### src/rtl/des_key_sched_if.sv
// Handshake bundle for the DES key scheduler: a request side (start/key/decrypt)
// and a subkey stream with valid/ready flow control.
interface des_key_sched_if;
    logic        start;
    logic [63:0] key;
    logic        decrypt;
    logic [47:0] subkey;
    logic [3:0]  subkey_round;
    logic        subkey_valid;
    logic        subkey_ready;
    logic        busy;
    logic        done;

    modport master (
        output start, key, decrypt, subkey_ready,
        input  subkey, subkey_round, subkey_valid, busy, done
    );

    modport slave (
        input  start, key, decrypt, subkey_ready,
        output subkey, subkey_round, subkey_valid, busy, done
    );
endinterface

### src/rtl/des_key_sched.sv
// DES key schedule generator: streams the 16 round subkeys in encrypt (K1..K16)
// or decrypt (K16..K1) order, one per accepted valid/ready transfer.
module des_key_sched (
    input  logic            clk,
    input  logic            rst_n,
    des_key_sched_if.slave  bus
);

    typedef enum logic [1:0] {IDLE, GEN, DONE} state_t;

    // Tables hold FIPS bit numbers, 1 = most significant bit of the source.
    localparam logic [5:0] PC1_TAB [56] = '{
        6'd57, 6'd49, 6'd41, 6'd33, 6'd25, 6'd17, 6'd9,
        6'd1,  6'd58, 6'd50, 6'd42, 6'd34, 6'd26, 6'd18,
        6'd10, 6'd2,  6'd59, 6'd51, 6'd43, 6'd35, 6'd27,
        6'd19, 6'd11, 6'd3,  6'd60, 6'd52, 6'd44, 6'd36,
        6'd63, 6'd55, 6'd47, 6'd39, 6'd31, 6'd23, 6'd15,
        6'd7,  6'd62, 6'd54, 6'd46, 6'd38, 6'd30, 6'd22,
        6'd14, 6'd6,  6'd61, 6'd53, 6'd45, 6'd37, 6'd29,
        6'd21, 6'd13, 6'd5,  6'd28, 6'd20, 6'd12, 6'd4
    };

    localparam logic [5:0] PC2_TAB [48] = '{
        6'd14, 6'd17, 6'd11, 6'd24, 6'd1,  6'd5,
        6'd3,  6'd28, 6'd15, 6'd6,  6'd21, 6'd10,
        6'd23, 6'd19, 6'd12, 6'd4,  6'd26, 6'd8,
        6'd16, 6'd7,  6'd27, 6'd20, 6'd13, 6'd2,
        6'd41, 6'd52, 6'd31, 6'd37, 6'd47, 6'd55,
        6'd30, 6'd40, 6'd51, 6'd45, 6'd33, 6'd48,
        6'd44, 6'd49, 6'd39, 6'd56, 6'd34, 6'd53,
        6'd46, 6'd42, 6'd50, 6'd36, 6'd29, 6'd32
    };

    function automatic logic [55:0] pc1(input logic [63:0] k);
        logic [55:0] r;
        r = '0;
        for (int i = 0; i < 56; i++)
            r[6'(55 - i)] = k[6'(64 - int'(PC1_TAB[6'(i)]))];
        return r;
    endfunction

    function automatic logic [47:0] pc2(input logic [55:0] cd);
        logic [47:0] r;
        r = '0;
        for (int i = 0; i < 48; i++)
            r[6'(47 - i)] = cd[6'(56 - int'(PC2_TAB[6'(i)]))];
        return r;
    endfunction

    function automatic logic [27:0] rol28(input logic [27:0] x, input logic single);
        return single ? {x[26:0], x[27]} : {x[25:0], x[27:26]};
    endfunction

    function automatic logic [27:0] ror28(input logic [27:0] x, input logic single);
        return single ? {x[0], x[27:1]} : {x[1:0], x[27:2]};
    endfunction

    // Zero-based round index r is DES round r+1; rounds 1, 2, 9 and 16 shift by one.
    function automatic logic one_shift(input logic [3:0] r);
        return (r == 4'd0) || (r == 4'd1) || (r == 4'd8) || (r == 4'd15);
    endfunction

    state_t      state;
    state_t      state_next;
    logic [27:0] c;
    logic [27:0] d;
    logic [27:0] c_nxt;
    logic [27:0] d_nxt;
    logic [55:0] cd_pc1;
    logic        dec_mode;
    logic [47:0] subkey_q;
    logic [3:0]  round_q;
    logic        valid;
    logic        xfer;
    logic        last;

    assign valid = (state == GEN);
    assign xfer  = valid && bus.subkey_ready;
    assign last  = dec_mode ? (round_q == 4'd0) : (round_q == 4'd15);

    always_ff @(posedge clk or negedge rst_n) begin
        if (!rst_n)
            state <= IDLE;
        else
            state <= state_next;
    end

    always_comb begin
        state_next = state;
        case (state)
            IDLE:    if (bus.start) state_next = GEN;
            GEN:     if (xfer && last) state_next = DONE;
            DONE:    state_next = IDLE;
            default: state_next = IDLE;
        endcase
    end

    // Decrypt walks the rotations backwards: K16 uses C0,D0 directly because the
    // sixteen left shifts sum to a full 28-bit revolution.
    always_comb begin
        cd_pc1 = pc1(bus.key);
        c_nxt  = c;
        d_nxt  = d;
        if (state == IDLE) begin
            if (bus.decrypt) begin
                c_nxt = cd_pc1[55:28];
                d_nxt = cd_pc1[27:0];
            end else begin
                c_nxt = rol28(cd_pc1[55:28], 1'b1);
                d_nxt = rol28(cd_pc1[27:0], 1'b1);
            end
        end else if (dec_mode) begin
            c_nxt = ror28(c, one_shift(round_q));
            d_nxt = ror28(d, one_shift(round_q));
        end else begin
            c_nxt = rol28(c, one_shift(round_q + 4'd1));
            d_nxt = rol28(d, one_shift(round_q + 4'd1));
        end
    end

    always_ff @(posedge clk or negedge rst_n) begin
        if (!rst_n) begin
            c        <= '0;
            d        <= '0;
            dec_mode <= 1'b0;
            subkey_q <= '0;
            round_q  <= '0;
        end else if (state == IDLE && bus.start) begin
            c        <= c_nxt;
            d        <= d_nxt;
            dec_mode <= bus.decrypt;
            subkey_q <= pc2({c_nxt, d_nxt});
            round_q  <= bus.decrypt ? 4'd15 : 4'd0;
        end else if (xfer && !last) begin
            c        <= c_nxt;
            d        <= d_nxt;
            subkey_q <= pc2({c_nxt, d_nxt});
            round_q  <= dec_mode ? (round_q - 4'd1) : (round_q + 4'd1);
        end
    end

    assign bus.subkey       = subkey_q;
    assign bus.subkey_round = round_q;
    assign bus.subkey_valid = valid;
    assign bus.busy         = (state != IDLE);
    assign bus.done         = (state == DONE);

endmodule

### src/flat_wrapper.sv
// flat-port wrapper written by rule: the top's interface ports become plain ports
module des_key_sched_flat 
  (clk, rst_n, bus_start, bus_key, bus_decrypt, bus_subkey_ready, bus_subkey, bus_subkey_round, bus_subkey_valid, bus_busy, bus_done);
  des_key_sched_if bus_i ();
  input  logic clk;
  input  logic rst_n;
  input wire logic [$bits(bus_i.start)-1:0] bus_start;
  input wire logic [$bits(bus_i.key)-1:0] bus_key;
  input wire logic [$bits(bus_i.decrypt)-1:0] bus_decrypt;
  input wire logic [$bits(bus_i.subkey_ready)-1:0] bus_subkey_ready;
  output wire logic [$bits(bus_i.subkey)-1:0] bus_subkey;
  output wire logic [$bits(bus_i.subkey_round)-1:0] bus_subkey_round;
  output wire logic [$bits(bus_i.subkey_valid)-1:0] bus_subkey_valid;
  output wire logic [$bits(bus_i.busy)-1:0] bus_busy;
  output wire logic [$bits(bus_i.done)-1:0] bus_done;
  assign bus_i.start = bus_start;
  assign bus_i.key = bus_key;
  assign bus_i.decrypt = bus_decrypt;
  assign bus_i.subkey_ready = bus_subkey_ready;
  assign bus_subkey = bus_i.subkey;
  assign bus_subkey_round = bus_i.subkey_round;
  assign bus_subkey_valid = bus_i.subkey_valid;
  assign bus_busy = bus_i.busy;
  assign bus_done = bus_i.done;
  des_key_sched u_core (.clk(clk), .rst_n(rst_n), .bus(bus_i));
endmodule
### config.mk
export PLATFORM = sky130hd
export DESIGN_NAME = des_key_sched_flat
export DESIGN_NICKNAME = d
export VERILOG_FILES = /design/src/rtl/des_key_sched_if.sv /design/src/rtl/des_key_sched.sv /design/src/flat_wrapper.sv
export SDC_FILE = /design/constraint.sdc
export NUM_CORES = 1
export LEC_CHECK = 0
export ABC_AREA = 0
export CORE_MARGIN = 2
export CORE_UTILIZATION = 29
export CTS_BUF_LIST = sky130_fd_sc_hd__clkbuf_2
export DETAILED_ROUTE_END_ITERATION = 7
export GPL_ROUTABILITY_DRIVEN = 0
export GPL_TIMING_DRIVEN = 0
export PLACE_DENSITY = 0.57
export SLEW_MARGIN = 20
export SYNTH_ARGS = -nofsm -noshare
export SYNTH_HDL_FRONTEND = slang
export SYNTH_SLANG_ARGS = --single-unit
### constraint.sdc
create_clock -name clk -period 6.2 [get_ports clk]
set_clock_uncertainty 0.15 [all_clocks]
set_input_delay 0.93 -clock clk [delete_from_list [all_inputs] [get_ports clk]]
set_output_delay 0.93 -clock clk [all_outputs]
set_load 0.02 [all_outputs]
-- After elaboration in Yosys (flattened, before gate mapping)
Index checks and enable logic that the tools add are counted.
- output and inout bits: 55
- register bits: 111
- input port bits: 69
- logic and storage cells: 59
- $add $sub $neg: 2
- muxes and demuxes: 24
- equality and inequality tests: 10
- reduce and logical (&&, ||, !) cells: 17
- operator list (kind ; number):
    $mux 28 ; 13
    $mux 48 ; 2
    $eq 4x4->1 const B ; 4
    $mux 4 ; 4
    $eq 4x1->1 const B ; 2
    $logic_not 4->1 ; 2
    $logic_or 1x1->1 ; 6
    $mux 5 ; 1
    $add 4x1->4 const B ; 1
    $logic_and 1x1->1 ; 4
    $mux 2 ; 2
    $ne 2x2->1 const B ; 2
    $pmux 2 s2 ; 1
    $reduce_bool 2->1 ; 2
    $sub 4x1->4 const B ; 1
    $eq 2x1->1 const B ; 1
    $eq 2x2->1 const B ; 1
    $logic_not 2->1 ; 1
    $reduce_and 2->1 ; 1
    $logic_not 1->1 ; 1
    $mux 1 ; 1

-- Longest topological paths before layout
Gate-level depths: netlist of run 1.
- depth in word-level cells: 10
- depth in mapped cells: 9
- gate-level depth less buffers: 7

-- Worst setup path after synthesis of run 1
Ideal clock, no wire load.
- kind: register -> register
- start: register u_core.round_q[0] (netlist: u_core.bus.subkey_round[0])
- end: register u_core.d[20]
- arrival: 2103 ps
- data required time: 5929 ps
- cell stages (with the launch flop): 10
- period minus slack after synthesis: 2374 ps
- buffers on the path: 2
- setup time: 121 ps
- slack: 3826 ps
- path through: dfrtp_1 inv_1 ha_1 a21o_1 a21oi_2 buf_6 nand2_4 buf_6 a211o_1 a22o_1
- longest elaborated chain between the ends: 10
- elaborated cells between the ends (all ways): 25
- classes of those cells: add/sub (1); eq/ne (6); mux (7); reduce/logical (11)
- ends and longest elaborated chain (item ; RTL line ; text):
    start, declared ; des_key_sched.sv:72 ; logic [3:0] round_q;
    start signal, assigned ; des_key_sched.sv:133 ; round_q <= bus.decrypt ? 4'd15 : 4'd0;
    start signal, assigned ; des_key_sched.sv:138 ; round_q <= dec_mode ? (round_q - 4'd1) : (round_q + 4'd1);
    $add 4x1->4 ; des_key_sched.sv:117 ; d_nxt = rol28(d, one_shift(round_q + 4'd1));
    $eq 4x1->1 or $logic_not 4->1 (tied branches) ; des_key_sched.sv:60 ; return (r == 4'd0) || (r == 4'd1) || (r == 4'd8) || (r == 4'd15);
    $logic_or 1x1->1 (3 in a row) ; des_key_sched.sv:60 ;
    $mux 28 ; des_key_sched.sv:51 ; return single ? {x[26:0], x[27]} : {x[25:0], x[27:26]};
    $mux 28 ; des_key_sched.sv:112 ; end else if (dec_mode) begin
    $mux 28 ; des_key_sched.sv:104 ; if (state == IDLE) begin
    $mux 28 ; des_key_sched.sv:134 ; end else if (xfer && !last) begin
    $mux 28 ; des_key_sched.sv:128 ; end else if (state == IDLE && bus.start) begin
    end signal, assigned ; des_key_sched.sv:130 ; d <= d_nxt;
    end signal, assigned ; des_key_sched.sv:136 ; d <= d_nxt;
    end, declared ; des_key_sched.sv:66 ; logic [27:0] d;
Parallel ways exist; a longest one is shown, timed or not. The select of a mux whose other input is x is not followed.
A chain may end at the register's enable or synchronous reset.

-- Final worst setup path of run 1
- start: register u_core.state[0]
- end: output bus_busy
- longest elaborated chain between the ends: 1
- ends and longest elaborated chain (item ; RTL line ; text):
    start, declared ; des_key_sched.sv:63 ; state_t state;
    start signal, assigned ; des_key_sched.sv:85 ; state <= state_next;
    $reduce_bool 2->1 ; des_key_sched.sv:145 ; assign bus.busy = (state != IDLE);
    end, declared ; flat_wrapper.sv:14 ; output wire logic [$bits(bus_i.busy)-1:0] bus_busy;
No other way between the ends.

==> flow_metrics.tcl, run 1 <==
set metrics [dict create \
    starting_density_of_the_core 0.2965 \
    setup_viol 0 \
    syn-cell-area_um2 4917 \
    post_synth_main_area_contributors "sky130_fd_sc_hd__dfrtp_1 32%, sky130_fd_sc_hd__nand2_1 8.5%, sky130_fd_sc_hd__a211o_1 8.2%" \
    type_of_the_most_critical_hold_path "in -> async" \
    die-width_um 134.2 \
    family_with_the_most_delay_on_the_worst_path "buffers and inverters" \
    largest_net_degree_at_the_start_of_global_routing 46 \
    hold_buffer_count_at_cts 0 \
    cts_sinks 63 \
    core_area_um2 16580 \
    ios 124 \
    finalWirelength_mm 13.97 \
    port_buffers 28 \
    post_cts_resized 0 \
    die_area_um2 18010 \
    power.net_switching_uw 1612 \
    critical_path_required_ps 5120 \
    synth_enable_flop_cells 0 \
    ir_drop_v 0.0001626 \
    final-hold-violation-count 0 \
    first_pass_drt_iterations 4 \
    first_pass_grt_wire_length_mm 23.23 \
    average_detailed_routed_wire_length_per_instance_um 15.77 \
    grt_overflow_total 0 \
    detail_route.drc_violations 0 \
    crit_path_end_kind "output port" \
    clock_root_cell "sky130_fd_sc_hd__clkbuf_2" \
    syn2layout_area_growth_pct 16.06 \
    timing.slew.headroom 0.5667 \
    max_slew.worst_pin.slew_ps 650.0 \
    tcrit_tclk_final 0.5078 \
    cp.buffers_inverters 2 \
    ys_seq_elements 63 \
    power.density_nw_per_um2 562.4 \
    yosysTopAreaCellShare 0.3206 \
    setup_total_negative_slack_ps 0 \
    cts.reportedPaths.clkPinSlew_ps 180 \
    synth.largest_area_cell "sky130_fd_sc_hd__dfrtp_1" \
    initial_detailed_routing_violation_count 362 \
    internal_power_uw 1598 \
    stdcell_count 886 \
    worstSkewPairLatency_ps 530 \
    crit_start "u_core.state[0]" \
    crit_arrival_ps 2070 \
    finish.utilization 0.3441 \
    num_vias 4715 \
    synthDistinctLibCells 48 \
    number_of_cell_rows 47 \
    cts_made_buffers 9 \
    yosysSeqAreaShare 0.3206 \
    clock_tree_from_tritoncts "yes" \
    viasPerCell 5.322 \
    maxClockFrequency_mhz 317.6 \
    route.antenna.remaining_nets 0 \
    postCtsSetupBuffers 0 \
    ctsHtreeMaxLevel 3 \
    design.final.nets 737 \
    worst_path_max_delay_cell "sky130_fd_sc_hd__clkdlybuf4s50_1" \
    r2r_start "u_core.bus.subkey_round[0]" \
    initial_antenna_violation_count 0 \
    power_frac_seq 0.261 \
    leakagePower_uw 0.002825 \
    synth-warning-count 0 \
    post_synth_most_frequent_cells "112 x sky130_fd_sc_hd__nand2_1, 63 x sky130_fd_sc_hd__dfrtp_1, 56 x sky130_fd_sc_hd__and3_1" \
    drive_gt1_frac 0.1532 \
    p_clk_frac 0.065 \
    fillers 1762 \
    synthesis.area_per_instance_um2 8.391 \
    critPathMaxStageDelay_ps 570 \
    layout_min_cycle_time_ps 3148 \
    drv_cap 0 \
    worstSetupStartpointType "flip-flop" \
    combPwrFrac 0.675 \
    clock_tree.buffer_depth 2 \
    p_sw_frac 0.5022 \
    async_reset_ff_frac 1.000 \
    top_count_cell_post_synth "sky130_fd_sc_hd__nand2_1" \
    antenna_cells 0 \
    rsz0062_at_grt "no" \
    final_max_slew_violation_count 0 \
    via_count_of_the_first_global_routing_pass 4652 \
    ys_dominant_reg_cell "sky130_fd_sc_hd__dfrtp_1" \
    placed_cell_count 872 \
    die-height_um 134.2 \
    cp_max_fo 7 \
    dpl.hpwl_mm 9.685 \
    grtUsageTotal 0.1569 \
    chain_of_cells_forming_the_critical_path "nor2_1, inv_1, clkdlybuf4s50_1" \
    run_status "complete, no violations" \
    crit_type "reg -> out" \
    synthCells 586 \
]
state kept, by name, indices dropped and copies added, names as in the netlist:
register	count
u_core.d	28
u_core.bus.subkey_round	4
u_core.state	2
u_core.c	28
u_core.dec_mode	1
layout by cell type (no fill, tap or decap), types with 9 or more instances in the layout:
cell type,synthesis,final
sky130_fd_sc_hd__a211o_1,46,46
sky130_fd_sc_hd__a22o_1,46,46
sky130_fd_sc_hd__a31oi_1,52,52
sky130_fd_sc_hd__and3_1,56,56
sky130_fd_sc_hd__buf_2,11,11
sky130_fd_sc_hd__buf_4,48,49
sky130_fd_sc_hd__buf_6,15,15
sky130_fd_sc_hd__clkbuf_1,29,29
sky130_fd_sc_hd__clkbuf_2,0,12
sky130_fd_sc_hd__clkdlybuf4s50_1,0,27
sky130_fd_sc_hd__conb_1,1,38
sky130_fd_sc_hd__dfrtp_1,63,63
sky130_fd_sc_hd__mux2i_1,9,9
sky130_fd_sc_hd__nand2_1,112,112
sky130_fd_sc_hd__nor2_1,19,19
routing by layer:
layer	track usage	part of all wire	up-vias	wire [um]
met5	0	0	-	0
met4	0.04035	0.010	0	141
met3	0.03175	0.051	16	719
met2	0.2625	0.47	161	6631
met1	0.2070	0.46	2315	6475
li1	-	-	2223	-
final timing paths:
kind / to / slack (ps) / depth (start not counted)
setup / recovery: bus_busy / 3050 / 3
hold / removal: u_core.d[19] / 90 / 1
setup reg to reg: u_core.c[16] / 3440 / 8
hold reg to reg: u_core.d[3] / 450 / 1
max in group asynchronous: u_core.d[3] / 5270 / 2
min in group clk: u_core.d[3] / 450 / 1
worst register-to-register path: stages (launching register included):
cell and delay (ps):
sky130_fd_sc_hd__dfrtp_1 570, sky130_fd_sc_hd__ha_1 340, sky130_fd_sc_hd__a21boi_1 130, sky130_fd_sc_hd__a21oi_1 320
sky130_fd_sc_hd__buf_2 320, sky130_fd_sc_hd__clkbuf_1 420, sky130_fd_sc_hd__nand2_1 120, sky130_fd_sc_hd__a31oi_1 220
sky130_fd_sc_hd__a22o_1 150
layout make-up:
| cell class | count | area, um^2 | share of cell area |
|---|---|---|---|
| Multi-Input combinational cell | 451 | 2764 | 0.4843 |
| Inverter | 4 | 15.01 | 0.002631 |
| Buffer | 105 | 700.7 | 0.1228 |
| Clock buffer | 12 | 60.06 | 0.01052 |
| Clock inverter | 2 | 10.01 | 0.001754 |
| Tap cell | 220 | 275.3 | 0.04824 |
| Sequential cell | 63 | 1577 | 0.2763 |
| Timing Repair Buffer | 29 | 305.3 | 0.05350 |
metrics by stage:
step                setup WS [ps]  cell area (um^2)  hold slack [ps]  total power, uW
finish                       3052              5707            93.76             3209
global route                 2879              5707            53.99             3467
CTS                          3001              5707            69.60             3191
detailed placement           3077              5637            409.3             2971
global placement             1759              5612            413.7             2933
floorplan                    3826              5056            372.3             2389
power groups by stage:
stage | Sequential, uW | Clock [uW] | Combinational, uW
floorplan | 773 | 0 | 1620
global placement | 831 | 0 | 2100
detailed placement | 833 | 0 | 2140
CTS | 827 | 217 | 2150
global route | 864 | 238 | 2360
finish | 836 | 208 | 2160
cell families (layout without fill, tap and decap cells):
kind of cell / after synthesis / after routing / share of synthesized area
and+or+nand+nor: 204 / 204 / 0.1995
AOI/OAI and AO/OA: 192 / 192 / 0.2962
buffers and inverters: 109 / 152 / 0.1455
DFF: 63 / 63 / 0.3206
muxes: 11 / 11 / 0.02290
adders and majority gates: 5 / 5 / 0.01272
other: 1 / 38 / 0.0007626
xor gates and xnor gates: 1 / 1 / 0.001781
(Power assumes the default switching activity.)
==> run 2, diff against run 1 <==
==> constraint.sdc (replaced) <==
create_clock -name clk -period 3.05 [get_ports clk]
set_clock_uncertainty 0.15 [all_clocks]
set_input_delay 0.4575 -clock clk [delete_from_list [all_inputs] [get_ports clk]]
set_output_delay 0.4575 -clock clk [all_outputs]
set_load 0.02 [all_outputs]
==> flow_metrics.tcl, run 2 (synthesis results as in run 1) <==
set metrics [dict create \
    run_status "complete, no violations" \
    type_of_the_most_critical_hold_path "in -> async" \
    cp_max_fo 10 \
    post-route-cell-area_um2 5717 \
    crit_path_end_kind "flip-flop" \
    drv_cap 0 \
    power.density_nw_per_um2 1142 \
    drive_gt1_frac 0.1529 \
    final-hold-violation-count 0 \
    average_detailed_routed_wire_length_per_instance_um 15.80 \
    worstSetupStartpointType "flip-flop" \
    ios 124 \
    final_max_slew_violation_count 0 \
    num_vias 4734 \
    power.net_switching_uw 3279 \
    layout_min_cycle_time_ps 2764 \
    layout_commonest_cell "sky130_fd_sc_hd__nand2_1" \
    internal_power_uw 3248 \
    die_area_um2 18010 \
    ir_drop_v 0.0003307 \
    maxClockFrequency_mhz 361.8 \
    chain_of_cells_forming_the_critical_path "ha_1, a21boi_1, a21oi_1, buf_2, clkbuf_1, nand2_1, a31oi_1, a22o_1" \
    storage_cell_area_um2 1577 \
    crit_type "reg -> reg" \
    timing.slew.headroom 0.5742 \
    family_with_the_most_delay_on_the_worst_path "compound AO/OA/AOI/OAI gates" \
    rsz0062_at_grt "no" \
    largest_net_degree_at_the_start_of_global_routing 46 \
    port_buffers 28 \
    design.final.nets 738 \
    cp_num_cells 8 \
    p_clk_frac 0.065 \
    number_of_cell_rows 47 \
    cts.reportedPaths.clkPinSlew_ps 190 \
    timing.reg2reg.setup_slack_ps 290 \
    combPwrFrac 0.674 \
    r2r_start "u_core.bus.subkey_round[0]" \
    grtUsageTotal 0.1569 \
    crit_arrival_ps 3120 \
    finalWirelength_mm 14.02 \
    first_pass_grt_wire_length_mm 23.23 \
    p_sw_frac 0.5024 \
    detail_route.drc_violations 0 \
    worstReg2RegEnd "u_core.c[16]" \
    core_area_um2 16580 \
    critical_path_required_ps 3400 \
    cp.buffers_inverters 2 \
    ctsHtreeMaxLevel 3 \
    rr_worst_depth 8 \
    highest_count_cells_in_the_layout_ignoring_fill_and_taps "112 x sky130_fd_sc_hd__nand2_1, 63 x sky130_fd_sc_hd__dfrtp_1, 56 x sky130_fd_sc_hd__and3_1" \
    worstSkewPairLatency_ps 530 \
    clock_root_cell "sky130_fd_sc_hd__clkbuf_2" \
    placed_cell_area_um2 5637 \
    starting_density_of_the_core 0.2965 \
    clock_tree_from_tritoncts "yes" \
    tcrit_tclk_final 0.9062 \
    leakagePower_uw 0.002830 \
    setup_total_negative_slack_ps 0 \
    fillers 1761 \
    antenna_cells 0 \
    setup_viol 0 \
    max_slew.worst_pin.slew_ps 638.7 \
    dpl.hpwl_mm 9.685 \
    multi_input_comb_area_um2 2764 \
    power_frac_seq 0.261 \
    first_pass_drt_iterations 5 \
    initial_detailed_routing_violation_count 388 \
    post_cts_resized 0 \
    cts_sinks 63 \
    clock_tree.buffer_depth 2 \
    syn2layout_area_growth_pct 16.26 \
    p_total_uw 6527 \
    critPathMaxStageDelay_ps 570 \
    via_count_of_the_first_global_routing_pass 4659 \
    grt_overflow_total 0 \
    worst_path_max_delay_cell "sky130_fd_sc_hd__dfrtp_1" \
    die-height_um 134.2 \
    cts_made_buffers 9 \
    crit_start "u_core.bus.subkey_round[0]" \
    viasPerCell 5.337 \
    initial_antenna_violation_count 0 \
    die-width_um 134.2 \
    route.antenna.remaining_nets 0 \
]
run 2: cell count changes in the layout (fill, tap and decap cells not counted):
cell	before	now
sky130_fd_sc_hd__dlygate4sd3_1	0	1
run 2: timing repair:
| action | in CTS | in global routing |
|---|---|---|
| endpoints found under the hold margin | 63 | 0 |
| buffers inserted | 0 | 0 |
| endpoints found under the setup margin | 0 | 0 |
| hold buffers | 1 | 0 |
run 2: cell type report:
class | instances | area share
clock buffers | 12 | 0.01051
clock inverters | 2 | 0.001751
plain buffers | 105 | 0.1226
repair buffers | 30 | 0.05515
multi-input cells | 451 | 0.4835
flip-flops and latches | 63 | 0.2758
inverters | 4 | 0.002626
well taps | 220 | 0.04815
run 2: layer usage:
metal  part of all wire  global-route usage  vias up
met1               0.46              0.2067     2346
met3              0.055             0.03175       14
li1                   -                   -     2225
met5                  0                   0        -
met2               0.47              0.2628      149
met4             0.0095             0.04035        0
run 2: worst max path at each step:
stage / endpoint / slack, ps
after global placement: u_core.c[12] / -920
after global routing: u_core.d[25] / 120
final: u_core.c[16] / 290
after detailed placement: u_core.c[16] / 390
after floorplan: u_core.d[20] / 680
after CTS: bus_busy / 320
run 2: stage by stage:
stage,setup slack (ps),util,hold WS (ps),std cells
3_5_place_dp,387.3,0.3399,216.7,872
3_3_place_gp,-918.9,0.3384,413.7,871
6_report,286.2,0.3447,167.5,887
5_1_grt,123.0,0.3447,142.8,887
2_1_floorplan,676.0,-,11.91,623
4_1_cts,323.2,0.3447,138.9,887
run 2: power groups by stage:
| stage | clock [uW] | sequential, uW | combinational, uW |
|---|---|---|---|
| after floorplan | 0 | 1570 | 3290 |
| final | 425 | 1700 | 4400 |
| after CTS | 440 | 1680 | 4370 |
| after detailed placement | 0 | 1690 | 4350 |
| after global placement | 0 | 1690 | 4270 |
| after global routing | 483 | 1760 | 4810 |
==> run 3, diff against run 2 <==
--- a/config.mk
+++ b/config.mk
@@ -8,7 +8,6 @@
 export ABC_AREA = 0
 export CORE_MARGIN = 2
 export CORE_UTILIZATION = 29
-export CTS_BUF_LIST = sky130_fd_sc_hd__clkbuf_2
 export DETAILED_ROUTE_END_ITERATION = 7
 export GPL_ROUTABILITY_DRIVEN = 0
 export GPL_TIMING_DRIVEN = 0
==> flow_metrics.tcl, run 3 (synthesis results as in run 1) <==
set metrics [dict create \
    max_slew.worst_pin.slew_ps 661.0 \
    crit_path_end_kind "flip-flop" \
    finalWirelength_mm 14.00 \
    layout_commonest_cell "sky130_fd_sc_hd__nand2_1" \
    die-height_um 134.2 \
    rr_worst_depth 8 \
    syn2layout_area_growth_pct 19.85 \
    initial_detailed_routing_violation_count 339 \
    core_area_um2 16580 \
    final_max_slew_violation_count 0 \
    top_layer "met4" \
    maxClockFrequency_mhz 364.1 \
    worstSetupStartpointType "flip-flop" \
    drive_gt1_frac 0.1484 \
    number_of_cell_rows 47 \
    starting_density_of_the_core 0.2965 \
    power.density_nw_per_um2 1190 \
    run_status "complete, no violations" \
    clock_tree.buffer_depth 2 \
    cts.reportedPaths.clkPinSlew_ps 50 \
    critical_path_required_ps 3170 \
    grt_overflow_total 0 \
    setup_viol 0 \
    finish.utilization 0.3554 \
    port_buffers 28 \
    design.final.nets 738 \
    route.met2.wl_mm 6.619 \
    detail_route.drc_violations 0 \
    cp_max_fo 10 \
    final-hold-violation-count 0 \
    num_vias 4747 \
    first_pass_drt_iterations 5 \
    drv_cap 0 \
    type_of_the_most_critical_hold_path "in -> async" \
    initial_antenna_violation_count 0 \
    route.antenna.remaining_nets 0 \
    clock_root_cell "sky130_fd_sc_hd__clkbuf_16" \
    tcrit_tclk_final 0.9005 \
    timing.slew.headroom 0.5593 \
    crit_arrival_ps 2870 \
    crit_type "reg -> reg" \
    rsz0062_at_grt "no" \
    worstSkewPairLatency_ps 330 \
    ctsHtreeMaxLevel 3 \
    viasPerCell 5.352 \
    ios 124 \
    grtUsageTotal 0.1568 \
    die-width_um 134.2 \
    largest_net_degree_at_the_start_of_global_routing 46 \
    via_count_of_the_first_global_routing_pass 4663 \
    dr_wl_met3_um 855 \
    leakagePower_uw 0.002894 \
    ir_drop_v 0.0004452 \
    finalHoldWorstSlack_ps 406.5 \
    layout_min_cycle_time_ps 2747 \
    met1_length_mm 6.400 \
    antenna_cells 0 \
    dpl.hpwl_mm 9.685 \
    cts_made_buffers 9 \
    cts_sinks 63 \
    highest_count_cells_in_the_layout_ignoring_fill_and_taps "112 x sky130_fd_sc_hd__nand2_1, 63 x sky130_fd_sc_hd__dfrtp_1, 56 x sky130_fd_sc_hd__and3_1" \
    die_area_um2 18010 \
    first_pass_grt_wire_length_mm 23.20 \
    clock_tree_from_tritoncts "yes" \
    average_detailed_routed_wire_length_per_instance_um 15.78 \
    post_cts_resized 0 \
]
==> run 3: area by class of cell <==
| type | count | area, um^2 |
|---|---|---|
| plain buffers | 105 | 700.7 |
| inverters | 4 | 15.01 |
| repair buffers | 30 | 315.3 |
| multi-input cells | 451 | 2764 |
| clock inverters | 2 | 10.01 |
| well taps | 220 | 275.3 |
| flip-flops and latches | 63 | 1577 |
| clock buffers | 12 | 236.5 |
| fillers | 1745 | 10690 |
==> run 3: worst max-delay path: stages (launching register included) <==
cell and delay [ps]:
sky130_fd_sc_hd__dfrtp_1 510, sky130_fd_sc_hd__ha_1 340, sky130_fd_sc_hd__a21boi_1 130, sky130_fd_sc_hd__a21oi_1 330, sky130_fd_sc_hd__buf_2 320, sky130_fd_sc_hd__clkbuf_1 420
sky130_fd_sc_hd__nand2_1 120, sky130_fd_sc_hd__a31oi_1 220, sky130_fd_sc_hd__a22o_1 150
==> run 3: what timing repair did <==
item                                   in CTS  in global routing
buffers inserted                            0                  0
hold buffers                                1                  0
endpoints found under the hold margin      18                  0
==> run 3: where the power goes <==
| group | total (uW) | switching, uW | internal [uW] |
|---|---|---|---|
| sequential | 1710 | 502 | 1200 |
| combinational | 4400 | 2460 | 1950 |
| clock | 903 | 365 | 538 |
| total | 7010 | 3320 | 3690 |
==> run 3: metrics by stage <==
stage / cells / setup TNS [ps] / power, uW / instance area, um^2 / setup slack (ps)
detailed placement: 872 / 0 / 6039 / 5637 / 387.3
global route: 887 / 0 / 7536 / 5893 / 145.8
finish: 887 / 0 / 7011 / 5893 / 303.3
global placement: 871 / -57630 / 5962 / 5612 / -918.9
floorplan: 623 / 0 / 4857 / 5056 / 676.0
CTS: 887 / 0 / 6983 / 5893 / 368.3
==> run 3: path summary, 6_finish.rpt <==
path	end	startpoint	slack, ps
max	u_core.c[16]	u_core.bus.subkey_round[1]	300
min	u_core.d[19]	rst_n	410
max reg2reg	u_core.c[16]	u_core.bus.subkey_round[1]	300
min reg2reg	u_core.c[12]	u_core.c[12]	430
max in group asynchronous	u_core.c[16]	rst_n	1810
min in group clk	u_core.c[12]	u_core.c[12]	430
==> run 3: layer usage <==
| layer | track usage | up-vias |
|---|---|---|
| met5 | 0 | - |
| met2 | 0.2630 | 172 |
| met3 | 0.03288 | 17 |
| li1 | - | 2226 |
| met1 | 0.2065 | 2332 |
| met4 | 0.03801 | 0 |
